--- src/rtl/seq_detector_pkg.sv ---
// ============================================================================
//  Module   : seq_detector_pkg
//  Purpose  : Shared state encoding and constants for the 1011 Moore detector.
//  Revision : 1.0 - initial release
// ============================================================================
`default_nettype none

package seq_detector_pkg;

  // Present-state codes; the numeric values are visible on the prs_st port.
  typedef enum logic [2:0] {
    IDLE = 3'd0,
    S1   = 3'd1,
    S10  = 3'd2,
    S101 = 3'd3,
    DET  = 3'd4
  } state_t;

  // Serial pattern recognised by the detector, first-received bit on the left.
  localparam logic [3:0] PATTERN = 4'b1011;

  // Width of the optional match counter.
  localparam int CNT_W = 8;

endpackage : seq_detector_pkg

`default_nettype wire

--- src/rtl/seq_detector_moore.sv ---
// ============================================================================
//  Module   : seq_detector_moore
//  Purpose  : Non-overlapping Moore detector for serial pattern 1011.
//             detected is decoded from the state register only, so it is
//             high for exactly one cycle after the final '1' is sampled.
//             Optional feature macro SEQDET_COUNT_EN adds match_cnt, an
//             8-bit saturating count of DET entries.
//  Revision : 1.0 - initial release
// ============================================================================
`default_nettype none

module seq_detector_moore
  import seq_detector_pkg::*;
(
  input  logic       clk,
  input  logic       rst,
  input  logic       in,
  output logic       detected,
  output logic [2:0] prs_st
`ifdef SEQDET_COUNT_EN
  ,
  output logic [CNT_W-1:0] match_cnt
`endif
);

  // State register is a plain 3-bit vector so the illegal codes 5..7 can be
  // named and recovered explicitly.
  localparam logic [2:0] ST_IDLE = IDLE;
  localparam logic [2:0] ST_S1   = S1;
  localparam logic [2:0] ST_S10  = S10;
  localparam logic [2:0] ST_S101 = S101;
  localparam logic [2:0] ST_DET  = DET;

  logic [2:0] state_q;
  logic [2:0] state_d;

  // Next-state logic; DET restarts from scratch so matches never overlap.
  always_comb begin
    state_d = ST_IDLE;
    case (state_q)
      ST_IDLE: state_d = in ? ST_S1   : ST_IDLE;
      ST_S1:   state_d = in ? ST_S1   : ST_S10;
      ST_S10:  state_d = in ? ST_S101 : ST_IDLE;
      ST_S101: state_d = in ? ST_DET  : ST_S10;
      ST_DET:  state_d = in ? ST_S1   : ST_IDLE;
      default: state_d = ST_IDLE;
    endcase
  end

  // State register with synchronous reset taking priority over the data bit.
  always_ff @(posedge clk) begin
    if (rst) begin
      state_q <= ST_IDLE;
    end else begin
      state_q <= state_d;
    end
  end

  assign prs_st   = state_q;
  assign detected = (state_q == ST_DET);

`ifdef SEQDET_COUNT_EN
  logic [CNT_W-1:0] cnt_q;
  logic [CNT_W-1:0] cnt_d;

  // Count entries into DET, holding at all-ones instead of wrapping.
  always_comb begin
    cnt_d = cnt_q;
    if ((state_d == ST_DET) && (cnt_q != {CNT_W{1'b1}})) begin
      cnt_d = cnt_q + CNT_W'(1);
    end
  end

  // Counter register, cleared together with the state.
  always_ff @(posedge clk) begin
    if (rst) begin
      cnt_q <= '0;
    end else begin
      cnt_q <= cnt_d;
    end
  end

  assign match_cnt = cnt_q;
`endif

endmodule : seq_detector_moore

`default_nettype wire

--- config.mk ---
export PLATFORM = sky130hd
export DESIGN_NAME = seq_detector_moore
export DESIGN_NICKNAME = d
export VERILOG_FILES = /design/src/rtl/seq_detector_pkg.sv /design/src/rtl/seq_detector_moore.sv
export SDC_FILE = /design/constraint.sdc
export NUM_CORES = 1
export LEC_CHECK = 0
export CAP_MARGIN = 20
export CORE_AREA = 4 4 41 43
export DETAILED_ROUTE_END_ITERATION = 12
export DIE_AREA = 0 0 45 47
export GPL_ROUTABILITY_DRIVEN = 0
export SYNTH_ARGS = -nofsm -noshare
export SYNTH_HDL_FRONTEND = slang
export SYNTH_SLANG_ARGS = --single-unit
--- constraint.sdc ---
create_clock -name clk -period 2.21 [get_ports clk]
set_input_delay 0.221 -clock clk [delete_from_list [all_inputs] [get_ports clk]]
set_output_delay 0.221 -clock clk [all_outputs]
set_load 0.01 [all_outputs]
[Word level (Yosys, flattened, before mapping)]
Cells that the tools add are included.
Operators by class
  eq/ne operators: 4
  multiplexer cells: 5
  reductions and logical operators: 2
Operator list (count)
  3-bit one-hot mux with 4 select lines: 1
  3-bit by 2-bit == test with 1-bit output (second input constant): 2
  2-bit 2-to-1 mux: 2
  3-bit by 1-bit == test with 1-bit output (second input constant): 1
  3-bit == test (second input constant): 1
  3-bit zero test: 1
  3-bit 2-to-1 mux: 1
  2-bit OR reduction: 1
  1-bit 2-to-1 mux: 1
Storage, ports and cells
  flip-flop bits (word level): 3
  input bits: 3
  output and inout bits: 4

[Depth between registers and ports, before layout]
Gate-level depths: netlist of the first run.
  depth in word-level cells: 3
  gate-level depth with buffers: 2
  depth with buffers taken out: 2

[Least setup slack after synthesis of the first run]
OpenSTA, ideal clock, no wires.
  path kind: reg2out
  start: register state_q[2], in the netlist prs_st[2]
  end: output detected
  data arrival time: 0.770 ns
  required time: 1.989 ns
  setup slack: 1.219 ns
  stages on the path, launching flop included: 2
  buffers on the path: 0
  cells stage by stage: dfxtp_1 > nor3b_1
On the way
  cells in the longest elaborated chain, start to end: 1
RTL lines
  start, declared: line seq_detector_moore.sv:34  | logic [2:0] state_q;
  start signal, assigned: line seq_detector_moore.sv:55  | state_q <= state_d;
  3-bit == test: line seq_detector_moore.sv:60  | assign detected = (state_q == ST_DET);
  end, declared: line seq_detector_moore.sv:18  | output logic detected,
Every way passes these cells.

[Worst setup path in the final report of the first run]
Ends and elaborated chain as after synthesis.

==> metrics.md, run 1 <==
| Metric | Value |
|---|---|
| Result of the run | finished, final reports clean |
| Worst slew margin | between 80% and 90% |
| Post-route setup slack | just over 0.6 ns |
| Dpl cell area | a little over 200 um^2 |
| First-pass detailed-route iteration total | 1 |
| CTS hold repair buffers | 0 |
| Hold violation count in the final report | 0 |
| CP max stage delay | roughly 0.56 ns |
| Required @ worst endpoint | slightly below 2 ns |
| Finished Core Util | 17.79% |
| Via count of the first global-routing pass | ~110 |
| Highest fanout seen on the critical path | 5 |
| Endpoint class of the critical path | output port |
| Max cap viols | 0 |
| Area growth, synth to finish | 83.17% |
| Worst IR drop on VDD | about 0.00013 V |
| Initial DRC Count | 0 |
| Post-synthesis instance area | between 100 and 150 um^2 |
| Die span in y | between 40 and 50 um |
| Endpoint of the worst-slack reg-to-reg timing path | prs_st[1] |
| Combined global-route utilization of all metal layers | approximately 3.4% |
| Fmax | ~0.63 GHz |
| Wire length of the first global-routing pass | roughly 410 um |
| Remaining number of nets flagged by the antenna check after routing | 0 |
| DIE WIDTH | 45 um |
| Number of storage elements in the synthesis netlist | 3 |
| Average instance area after synthesis | around 11 um^2 |
| R2R setup slack | 1.41 ns |
| Sum of internal, switching and leakage power | between 0.15 and 0.2 mW |
| Multi-input gate area in the final layout | between 60 and 70 um^2 |
| Pwr dens | 708.9 mW/mm^2 |
| CTS tree | yes |
| Critical path's slowest cell | sky130_fd_sc_hd__clkdlybuf4s50_1 |
| Final-layout worst hold slack | ~0.50 ns |
| Clock power frac | 56.5% |
| Final WL | ~270 um |
| Logic depth of the worst register-to-register path | 2 |
| Number of buffers on the longest clock path | 2 |
| Top-area cell type share of the netlist area | roughly 48% |
| Largest register FFs | 3 |
| Filler cells | ~160 |
| Total gr overflow | 0 |
| Fin Setup TNS | 0 ns |
| Clock transition at the register clock pins on the worst setup and hold paths after CTS | around 0.03 ns |
| Internal power | roughly 0.13 mW |
| Worst min-delay path startpoint | prs_st[1] |
| Die outline area | 0.002115 mm^2 |
| CTS HTree Levels | 1 |
| Switching component of the power | ~0.032 mW |
| Cells traversed along the worst timing path | nor3b_1 -> clkdlybuf4s50_1 |
| Minimum clock period | 1.593 ns |
| Vias | 117 |
| Non-filler cells, final | 37 |
| Largest delay share family, worst path | buffers and inverters |
| Worst Setup Slack post-DPL | between 0.8 and 0.9 ns |
| Average wire per cell in the routed design | roughly 7.2 um |
| Number of warnings reported in the yosys synthesis log | 0 |
| Pin count of the biggest net entering global routing | 7 |
| Worst Skew | 0.002724 ns |
| Synthesized Nets | 15 |
| Number of resized instances in the post-cts repair step | 0 |
| Post-route cell area | around 230 um^2 |
| Fraction of layout cells with a size suffix above 1 | a little over a quarter |
| Cell depth of the worst min-delay path | 2 |
| Buffers plus inverters on the worst setup path | 1 |
| Register area | about 60 um^2 |
| Area leader, netlist | sky130_fd_sc_hd__dfxtp_1 |
| Port buffer count | 6 |
| Clock latency of the later-clocked register in the worst-skew pair | 0.23 ns |
| Setup repair bufs after CTS | 0 |
| Post-DR vias/cell | between 3 and 4 |
| Fraction of power consumed by sequential logic | 35.7% |
| CP arrival | ~1.4 ns |
| Number of setup violations in the final report | 0 |
| Area of the core | between 0.001 and 0.0015 mm^2 |
| Row Count | 13 |
| Transition time at the pin with the least slew margin | around 0.17 ns |
| Initial antenna violation count | 0 |
| Clock tree root driver cell | sky130_fd_sc_hd__clkbuf_4 |
| Top cells by area in the synthesized netlist | sky130_fd_sc_hd__dfxtp_1, sky130_fd_sc_hd__a211oi_2, sky130_fd_sc_hd__nand2b_1 |
| Clock buffer count from CTS | 3 |
| Antenna diode count | 0 |
| Fraction of the cycle the final worst path needs | 72.07% |
| Fraction of the yosys area taken by sequential cells | 47.52% |
| Post-route DRC violation count | 0 |
| Switching power share of the total | between 10% and 20% |
| Worst Hold Class | reg2reg |
| Static leakage | ~0.078 nW |
| Unrepaired setup endpoints after global routing | no |
| Critical path class | reg2out |
| Worst Hold Endpoint | prs_st[2] |
| Count of placed standard cells including taps | 33 |
| Number of standard cells after synthesis | 12 |
| Part of the power in combinational logic | 7.9% |
| Top-level I/O count | 7 |
| Effective utilization at floorplan | about a tenth |
| RR Startpoint | prs_st[0] |
| Clock Sink Count | 3 |
| Final-report max-slew violation count | 0 |
| Post-layout nets | 26 |
| Unique masters post-synth | 9 |
| Kind of launch point of the worst setup path | flop |
-- final cells by class --
| cell class | count | area share (%) |
|---|---|---|
| Clock buffer | 4 | 11.35 |
| Multi-Input combinational cell | 9 | 28.65 |
| Sequential cell | 3 | 25.95 |
| Tap cell | 15 | 8.108 |
| Timing Repair Buffer | 6 | 25.95 |
-- worst min-delay path, cell delays in order, from the launching register on --
cell and delay [ns]:
sky130_fd_sc_hd__dfxtp_1 0.33, sky130_fd_sc_hd__nand2_1 0.08, sky130_fd_sc_hd__nor3_1 0.04
-- layout by cell type (no fill, tap or decap) --
cell                              instances
sky130_fd_sc_hd__clkdlybuf4s50_1          6
sky130_fd_sc_hd__clkbuf_4                 3
sky130_fd_sc_hd__dfxtp_1                  3
sky130_fd_sc_hd__nand2b_1                 2
sky130_fd_sc_hd__nor3b_1                  1
sky130_fd_sc_hd__maj3_2                   1
sky130_fd_sc_hd__nor2_2                   1
sky130_fd_sc_hd__nand2_1                  1
sky130_fd_sc_hd__nor3_1                   1
sky130_fd_sc_hd__nand3b_1                 1
sky130_fd_sc_hd__a211oi_2                 1
sky130_fd_sc_hd__clkbuf_1                 1
-- power groups by stage --
stage / clock network [mW] / registers [mW] / logic [mW]
6_report: 0.0926 / 0.0585 / 0.0129
5_1_grt: 0.0994 / 0.0588 / 0.0139
4_1_cts: 0.0985 / 0.0585 / 0.0132
3_5_place_dp: 0 / 0.0593 / 0.0132
3_3_place_gp: 0 / 0.0595 / 0.0127
2_1_floorplan: 0 / 0.0599 / 0.00392
-- Yosys cell counts, drive strengths merged --
cell type,instances
dfxtp,3
a211oi,1
nor3,1
nand2b,2
maj3,1
nand3b,1
nor2,1
nor3b,1
nand2,1
-- how the worst max path moves through the flow --
stage                          from        to  slack, ns  depth (start not counted)
after floorplan           prs_st[2]  detected       1.22                          1
after global placement    prs_st[2]  detected       0.85                          2
after detailed placement  prs_st[2]  detected       0.86                          2
after CTS                 prs_st[2]  detected       0.60                          2
after global routing      prs_st[2]  detected       0.50                          2
final                     prs_st[2]  detected       0.62                          2
-- kinds of logic after synthesis --
family,Yosys count,share of synthesized area (%)
simple gates,7,33.66
compound gates,1,9.899
flops,3,47.53
fa+ha+maj,1,8.910
-- layer usage --
| layer | part of all wire (%) | GRT usage (%) |
|---|---|---|
| met1 | 32 | 2.268 |
| met2 | 50 | 4.237 |
| met3 | 17 | 4.598 |
| met4 | 0 | 3.509 |
| met5 | 0 | 0 |
No activity file was read; power rests on OpenSTA's default activity.
==> run 2: changes to the inputs <==
clock period = 1.5 ns   (was 2.21 ns; I/O delays follow)
==> run 2 against run 1 <==
Effect of this change: worst setup slack got worse by 0.46 ns; wire length fell by 5.2%; global-route usage barely moved; first-iteration DRC count rose by 3; final area fell by 0.54%; critical path type unchanged.
==> metrics.md, run 2 (synthesis gave the netlist of run 1 again) <==
| Metric | Value |
|---|---|
| Die outline area | between 0.002 and 0.0025 mm^2 |
| Non-filler cells, final | 37 |
| Endpoint class of the critical path | output port |
| DIE WIDTH | ~45 um |
| Port buffer count | 6 |
| Total gr overflow | 0 |
| Clock Sink Count | 3 |
| Initial DRC Count | 3 |
| Number of setup violations in the final report | 0 |
| Clock transition at the register clock pins on the worst setup and hold paths after CTS | approximately 0.040 ns |
| Clock buffer count from CTS | 3 |
| CTS hold repair buffers | 0 |
| Part of the power in combinational logic | 7.6% |
| Worst Skew | about 0.0019 ns |
| CTS HTree Levels | 1 |
| Top-level I/O count | 7 |
| CP arrival | 1.20 ns |
| Fin Setup TNS | 0 ns |
| Wire length of the first global-routing pass | about 380 um |
| Area growth, synth to finish | 82.18% |
| Kind of launch point of the worst setup path | flop |
| Largest register FFs | 3 |
| Max cap viols | 0 |
| Highest fanout seen on the critical path | 6 |
| Register area | between 60 and 70 um^2 |
| Final WL | 254 um |
| Fraction of power consumed by sequential logic | roughly 35% |
| Critical path class | reg2out |
| Most frequent standard cell in the layout excluding fill and tap cells | sky130_fd_sc_hd__clkdlybuf4s50_1 |
| Clock tree root driver cell | sky130_fd_sc_hd__clkbuf_4 |
| Internal power | ~0.2 mW |
| Vias | around 120 |
| Static leakage | 0.08241 nW |
| Via count of the first global-routing pass | about 110 |
| Antenna diode count | 0 |
| Pin count of the biggest net entering global routing | 7 |
| Effective utilization at floorplan | under 10% |
| Critical path's slowest cell | sky130_fd_sc_hd__clkdlybuf4s50_1 |
| Result of the run | finished, final reports clean |
| Combined global-route utilization of all metal layers | 3.391% |
| Multi-input gate area in the final layout | between 60 and 70 um^2 |
| Fraction of layout cells with a size suffix above 1 | ~27% |
| Worst slew margin | between 80 and 90% |
| Hold violation count in the final report | 0 |
| Final-report max-slew violation count | 0 |
| Unrepaired setup endpoints after global routing | no |
| Buffers plus inverters on the worst setup path | 1 |
| Post-DR vias/cell | 3.135 |
| Transition time at the pin with the least slew margin | roughly 0.18 ns |
| Commonest cells after routing, fill and taps aside | sky130_fd_sc_hd__clkdlybuf4s50_1, sky130_fd_sc_hd__clkbuf_4, sky130_fd_sc_hd__dfxtp_1 |
| Minimum clock period | ~1.3 ns |
| Area of the core | approximately 0.0013 mm^2 |
| Required @ worst endpoint | ~1.4 ns |
| Initial antenna violation count | 0 |
| Die span in y | around 47 um |
| Switching power share of the total | a little over 20% |
| First-pass detailed-route iteration total | 2 |
| Average wire per cell in the routed design | 6.865 um |
| CTS tree | yes |
| Filler cells | between 150 and 200 |
| Remaining number of nets flagged by the antenna check after routing | 0 |
| Clock latency of the later-clocked register in the worst-skew pair | between 0.2 and 0.25 ns |
| Worst IR drop on VDD | 0.0001836 V |
| Largest delay share family, worst path | buffers and inverters |
| Post-layout nets | 26 |
| Post-route DRC violation count | 0 |
| Worst Hold Class | in2reg |
| Switching component of the power | about 0.049 mW |
| Cells traversed along the worst timing path | clkdlybuf4s50_1 |
| Pwr dens | between 1000 and 1500 mW/mm^2 |
| Number of buffers on the longest clock path | 2 |
| Count of placed standard cells including taps | 33 |
| Fmax | 0.7430 GHz |
| Clock power frac | around 57% |
| CP max stage delay | roughly 0.57 ns |
| Fraction of the cycle the final worst path needs | roughly nine tenths |
| Row Count | 13 |
==> run 2: cell count changes in the layout (fill, tap and decap cells not counted) <==
cell,delta
sky130_fd_sc_hd__dlygate4sd2_1,+1
sky130_fd_sc_hd__clkdlybuf4s50_1,-1
==> run 2: power by group through the flow <==
stage               clock network (mW)  logic (mW)  registers [mW]
global placement                     0      0.0188          0.0876
CTS                              0.147      0.0189          0.0862
global route                     0.157      0.0199          0.0866
detailed placement                   0      0.0190          0.0875
finish                           0.139      0.0186          0.0863
floorplan                            0     0.00578          0.0882
==> run 2: metrics by stage <==
step                      hold slack (ns)  util [%]  power [mW]  setup slack, ns  cell area (um^2)
after floorplan                    0.2146         -     0.09403           0.5799             126.4
after global placement             0.4953     15.77      0.1064           0.2105             205.2
after detailed placement           0.4924     15.77      0.1065           0.2071             205.2
after CTS                          0.4901     17.69      0.2523           0.1414             230.2
after global routing               0.4967     17.69      0.2640          0.09983             230.2
final                              0.4933     17.69      0.2440           0.1542             230.2
==> run 2: repair_timing <==
action,in CTS,in global routing
buffers inserted,0,0
endpoints found under the setup margin,1,0
endpoints found under the hold margin,0,0
gates resized for setup,1,0
==> run 2: cell type report <==
| cell class | count | area share, % |
|---|---|---|
| multi-input combinational | 9 | 28.80 |
| tap | 15 | 8.152 |
| sequential | 3 | 26.09 |
| timing repair buffer | 6 | 25.54 |
| clock buffer | 4 | 11.41 |
==> run 2: routing by layer <==
metal,global-route usage (%),part of all wire (%),vias up
met5,0,0,-
met4,5.263,0,0
met3,4.598,20,0
met2,4.237,50,5
met1,1.584,30,50
li1,-,-,61
==> run 2: worst paths after layout <==
kind,slack (ns),cells past startpoint,end,from
min reg2reg,0.50,2,prs_st[2],prs_st[1]
max reg2reg,0.71,2,prs_st[0],prs_st[2]
max,0.15,1,prs_st[0],prs_st[0]
min,0.49,2,prs_st[1],rst
